### config.mk
export PLATFORM = sky130hd
export DESIGN_NAME = acc_fp_seq
export DESIGN_NICKNAME = d
export VERILOG_FILES = /design/src/rtl/acc_fp_pkg.sv /design/src/rtl/acc_fp_tmo.sv /design/src/rtl/acc_fp_seq.sv
export SDC_FILE = /design/constraint.sdc
export NUM_CORES = 1
export LEC_CHECK = 0
export CORE_MARGIN = 2
export CORE_UTILIZATION = 52
export CTS_BUF_LIST = sky130_fd_sc_hd__clkbuf_4
export DETAILED_ROUTE_END_ITERATION = 8
export GPL_TIMING_DRIVEN = 1
export PLACE_DENSITY = 0.91
export SETUP_SLACK_MARGIN = 0.02
export SYNTH_ARGS = -nofsm -noshare
export SYNTH_HDL_FRONTEND = slang
export SYNTH_SLANG_ARGS = --single-unit
export TNS_END_PERCENT = 20
### constraint.sdc
create_clock -name clk -period 2.5 [get_ports clk]
set_input_delay 0.5 -clock clk [delete_from_list [all_inputs] [get_ports clk]]
set_output_delay 0.5 -clock clk [all_outputs]
set_load 0.01 [all_outputs]
### src/rtl/acc_fp_pkg.sv
// Shared types and field widths for the FP accumulate loop.
// State encoding and the 16-bit accumulator format live here.
package acc_fp_pkg;

    localparam int ACC_W  = 16;
    localparam int EXP_W  = 4;
    localparam int MAN_W  = 11;
    localparam int PMAN_W = 16;

    localparam logic [ACC_W-1:0] ACC_ZERO = 16'h0000;

    typedef enum logic [1:0] {
        IDLE,
        ISSUE,
        WAIT,
        DONE
    } state_t;

endpackage

### src/rtl/acc_fp_tmo.sv
// Watchdog for one loop pass: counts cycles while enabled.
// expire pulses on the last allowed cycle of a pass.
module acc_fp_tmo #(
    parameter int TMO_CYC = 16
) (
    input  logic clk,
    input  logic rst_n,
    input  logic clr,
    input  logic en,
    output logic expire
);

    localparam int CW = $clog2(TMO_CYC + 1);

    logic [CW-1:0] cnt;

    assign expire = en && (cnt == CW'(TMO_CYC - 1));

    always_ff @(posedge clk or negedge rst_n) begin
        if (!rst_n) begin
            cnt <= '0;
        end else if (clr) begin
            cnt <= '0;
        end else if (en && !expire) begin
            cnt <= cnt + CW'(1);
        end
    end

endmodule

### src/rtl/acc_fp_seq.sv
// FP accumulate loop sequencer: one product in flight,
// accumulator feedback, final sum on a valid/ready port.
module acc_fp_seq
    import acc_fp_pkg::*;
#(
    parameter int LEN_W   = 8,
    parameter int TMO_CYC = 16
) (
    input  logic              clk,
    input  logic              rst_n,
    input  logic              start,
    input  logic [LEN_W-1:0]  cfg_len,
    input  logic              in_valid,
    output logic              in_ready,
    input  logic              in_sgn,
    input  logic [EXP_W-1:0]  in_exp,
    input  logic [PMAN_W-1:0] in_man,
    output logic              dp_issue,
    output logic [ACC_W-1:0]  dp_ops,
    output logic              dp_mul_sgn,
    output logic [EXP_W-1:0]  dp_mul_exp,
    output logic [PMAN_W-1:0] dp_mul_man,
    input  logic              dp_res_valid,
    input  logic [ACC_W-1:0]  dp_res,
    output logic              out_valid,
    input  logic              out_ready,
    output logic [ACC_W-1:0]  out_data,
    output logic              busy,
    output logic              err
);

    state_t             state;
    logic [ACC_W-1:0]   acc;
    logic [LEN_W-1:0]   cnt;
    logic [LEN_W-1:0]   len;
    logic [LEN_W-1:0]   cnt_inc;
    logic               hs;
    logic               tmo_en;
    logic               tmo_exp;

    assign in_ready = (state == ISSUE);
    assign hs       = in_valid && in_ready;
    assign cnt_inc  = cnt + LEN_W'(1);
    assign tmo_en   = (state == WAIT);

    acc_fp_tmo #(
        .TMO_CYC (TMO_CYC)
    ) u_tmo (
        .clk    (clk),
        .rst_n  (rst_n),
        .clr    (hs),
        .en     (tmo_en),
        .expire (tmo_exp)
    );

    always_ff @(posedge clk or negedge rst_n) begin
        if (!rst_n) begin
            state      <= IDLE;
            acc        <= ACC_ZERO;
            cnt        <= '0;
            len        <= '0;
            dp_issue   <= 1'b0;
            dp_ops     <= ACC_ZERO;
            dp_mul_sgn <= 1'b0;
            dp_mul_exp <= '0;
            dp_mul_man <= '0;
            out_valid  <= 1'b0;
            out_data   <= ACC_ZERO;
            busy       <= 1'b0;
            err        <= 1'b0;
        end else begin
            dp_issue <= 1'b0;
            // A result racing the watchdog is treated as stray.
            if (tmo_exp || (dp_res_valid && state != WAIT)) begin
                err <= 1'b1;
            end
            unique case (state)
                IDLE: begin
                    if (start) begin
                        len  <= cfg_len;
                        acc  <= ACC_ZERO;
                        cnt  <= '0;
                        err  <= 1'b0;
                        busy <= 1'b1;
                        if (cfg_len == '0) begin
                            state     <= DONE;
                            out_valid <= 1'b1;
                            out_data  <= ACC_ZERO;
                        end else begin
                            state <= ISSUE;
                        end
                    end
                end
                ISSUE: begin
                    if (hs) begin
                        dp_mul_sgn <= in_sgn;
                        dp_mul_exp <= in_exp;
                        dp_mul_man <= in_man;
                        dp_ops     <= acc;
                        dp_issue   <= 1'b1;
                        state      <= WAIT;
                    end
                end
                WAIT: begin
                    if (tmo_exp || dp_res_valid) begin
                        cnt <= cnt_inc;
                        if (!tmo_exp) begin
                            acc <= dp_res;
                        end
                        if (cnt_inc == len) begin
                            state     <= DONE;
                            out_valid <= 1'b1;
                            out_data  <= tmo_exp ? acc : dp_res;
                        end else begin
                            state <= ISSUE;
                        end
                    end
                end
                DONE: begin
                    if (out_ready) begin
                        state     <= IDLE;
                        out_valid <= 1'b0;
                        busy      <= 1'b0;
                    end
                end
                default: state <= IDLE;
            endcase
        end
    end

endmodule

==> flow_metrics.env <==
export IMPL_status="complete, no violations"
export IMPL_synth_distinct_cells=62
export IMPL_grt_pass1_wl_um=21000
export IMPL_cap_violations=0
export IMPL_drt_pre_antenna_iters=5
export IMPL_vias=4315
export IMPL_ios=109
export IMPL_fin_setup_tns_ns=0
export IMPL_synth_top_cells_by_area="dfrtp_1, nand2_1, o21ai_0, a22o_1, a32oi_1"
export IMPL_cts_root_buf="clkbuf_4"
export IMPL_multi_input_area_um2=2200
export IMPL_synthArstFlopShare=1.00
export IMPL_synthCells=511
export IMPL_ys_seq_elements=96
export IMPL_cts_path_max_buffers=2
export IMPL_dp_hpwl_um=8770
export IMPL_synth_nets=565
export IMPL_antenna_found_initial=0
export IMPL_cellLeakagePower_nw=2.69
export IMPL_syn_area_um2=4830
export IMPL_fmax_mhz=433
export IMPL_synth_top_cells_by_count="nand2_1, dfrtp_1, o21ai_0"
export IMPL_min_period_over_period=0.923
export IMPL_final_core_util=0.675
export IMPL_synth_edff_count=0
export IMPL_nNetsFinal=662
export IMPL_powerDensity_nw_per_um2=1130
export IMPL_path_clk_slew_ns=0.15
export IMPL_worst_setup_path_start_kind="flop"
export IMPL_setup_viol_count_final=0
export IMPL_hold_path_class="input port to async pin"
export IMPL_final_seq_area_um2=2400
export IMPL_post_cts_buffers=0
export IMPL_clk_latency_ns=0.45
export IMPL_die_w_um=100
export IMPL_ys_seq_area_frac=0.497
export IMPL_cts_num_sinks=96
export IMPL_slew_headroom=0.506
export IMPL_routabilityCongestion=0.926
export IMPL_first_iter_violations=308
export IMPL_remaining_drc_errors=0
export IMPL_reg2reg_from="cnt[0]"
export IMPL_rsz0062_at_grt="no"
export IMPL_synth_area_leader_cell="dfrtp_1"
export IMPL_path_class="flop to flop"
export IMPL_arrival_ns=2.66
export IMPL_fin_crit_ns=2.31
export IMPL_core_um2=9110
export IMPL_initial_core_util=0.531
export IMPL_crit_path_start="cnt[0]"
export IMPL_drive_gt1_frac=0.106
export IMPL_ys_flop_type="dfrtp_1"
export IMPL_required_ns=2.86
export IMPL_ys_warnings_count=0
export IMPL_syn_area_per_cell_um2=9.46
export IMPL_core_rowCount=35
export IMPL_area_growth_pct=27.2
export IMPL_antenna_left=0
export IMPL_cts_buffers=9
export IMPL_synth_most_common_cell="nand2_1"
export IMPL_worst_slew_pin_slew_ns=0.741
export IMPL_cts_tree="done"
export IMPL_fillers=654
export IMPL_skew_ns=0.00769
export IMPL_die_area_um2=10100
export IMPL_htree_levels=3
export IMPL_diodes=0
export IMPL_grt_pass1_vias=4288
export IMPL_maxSlewViolCount=0
export IMPL_ir_drop_mv=0.568
export IMPL_yosysTopAreaCellShare=0.497
export IMPL_crit_path_end_kind="flop"
export IMPL_drt_vias_per_instance=5.96
export IMPL_fp_dieH_um=100
export IMPL_hold_viol=0
export IMPL_grt_usage=0.263
export IMPL_overflow=0
export IMPL_portBuffers=108
export IMPL_grt_start_max_net_pins=55
export IMPL_wl_per_cell_um=17.3
export IMPL_routed_wl_um=12500
export IMPL_path_max_fanout=17
==> worst max-delay path, stage by stage (launching register included) <==
cell      delay (ns)
dfrtp_1         0.48
ha_1            0.30
and3_4          0.26
a21oi_1         0.07
o21ai_2         0.61
a211oi_2        0.17
o31a_1          0.31
==> layer usage <==
metal / vias up / global-route usage / part of all wire
li1: 1994 / - / -
met1: 2114 / 0.332 / 0.39
met2: 174 / 0.431 / 0.50
met3: 33 / 0.0710 / 0.077
met4: 0 / 0.111 / 0.029
met5: - / 0 / 0
==> per-stage QoR <==
step | power (mW) | area, um^2 | hold WS, ns | std cells | worst slack, ns
5_1_grt | 7.37 | 6150 | 0.0563 | 724 | 0.0791
6_report | 6.94 | 6150 | 0.0252 | 724 | 0.192
3_5_place_dp | 5.76 | 5930 | 0.464 | 708 | 0.171
2_1_floorplan | 4.47 | 4830 | 0.204 | 511 | 0.485
4_1_cts | 6.92 | 6140 | 0.0494 | 724 | 0.133
3_3_place_gp | 5.58 | 5930 | 0.458 | 708 | 0.252
==> where the power goes <==
group	internal [mW]	switching (mW)
clock network	0.610	0.543
registers	2.16	0.538
logic	1.50	1.59
total	4.27	2.67
==> cell families (layout without fill, tap and decap cells) <==
logic type | count (synthesis) | after routing | synth area share
mux | 8 | 8 | 0.0186
flops | 96 | 96 | 0.497
simple gates | 234 | 234 | 0.225
compound gates | 122 | 122 | 0.181
fa+ha+maj | 3 | 3 | 0.00776
buf+inv | 38 | 140 | 0.0492
xor+xnor | 10 | 10 | 0.0210
==> registers in the layout, indices dropped and copies added (netlist names) <==
register    flops
dp_mul_sgn      1
dp_mul_man     16
dp_ops         16
dp_issue        1
acc            16
out_valid       1
cnt             8
err             1
u_tmo.cnt       5
dp_mul_exp      4
out_data       16
busy            1
len             8
state           2
==> path summary, 6_finish.rpt <==
check / to / slack (ns) / cells past startpoint
setup / recovery: state[1] / 0.19 / 6
hold / removal: out_data[1] / 0.03 / 1
setup reg to reg: state[1] / 0.19 / 6
hold reg to reg: dp_ops[8] / 0.50 / 2
max in group asynchronous: u_tmo.cnt[1] / 1.80 / 2
min in group clk: dp_ops[8] / 0.50 / 2
==> area by class of cell <==
type / count / share of cell area
Multi-Input combinational cell: 377 / 0.358
Timing Repair Buffer: 120 / 0.192
Clock inverter: 7 / 0.0232
Clock buffer: 9 / 0.0110
Tap cell: 111 / 0.0226
Inverter: 4 / 0.00244
Sequential cell: 96 / 0.391
==> layout by cell type, fill, tap and decap left out, types with 2 or more instances in the layout <==
| cell | n |
|---|---|
| or3_1 | 2 |
| a31oi_1 | 2 |
| buf_4 | 12 |
| nand2b_1 | 2 |
| clkinv_1 | 2 |
| mux2_2 | 8 |
| a21oi_1 | 7 |
| or3b_1 | 2 |
| nand4_1 | 2 |
| clkbuf_4 | 9 |
| nand3_1 | 21 |
| a22o_1 | 17 |
| and2_1 | 6 |
| o31a_1 | 2 |
| a32oi_1 | 17 |
| o2111ai_1 | 16 |
| o31ai_1 | 4 |
| xnor2_1 | 5 |
| dfrtp_1 | 96 |
| o21ai_0 | 45 |
| bufinv_16 | 4 |
| nor2_1 | 9 |
| nor2b_1 | 2 |
| ha_1 | 3 |
| xor2_1 | 4 |
| nor3_1 | 2 |
| and2_2 | 10 |
| nor4_1 | 3 |
| inv_1 | 3 |
| clkdlybuf4s50_1 | 107 |
| nand2_1 | 159 |
==> what timing repair did <==
item | CTS | global route
hold endpoints to repair | 0 | 0
hold buffers | 0 | 0
endpoints found under the setup margin | 0 | 18
resized for setup | 0 | 1
Power figures use the tool's default switching activity.
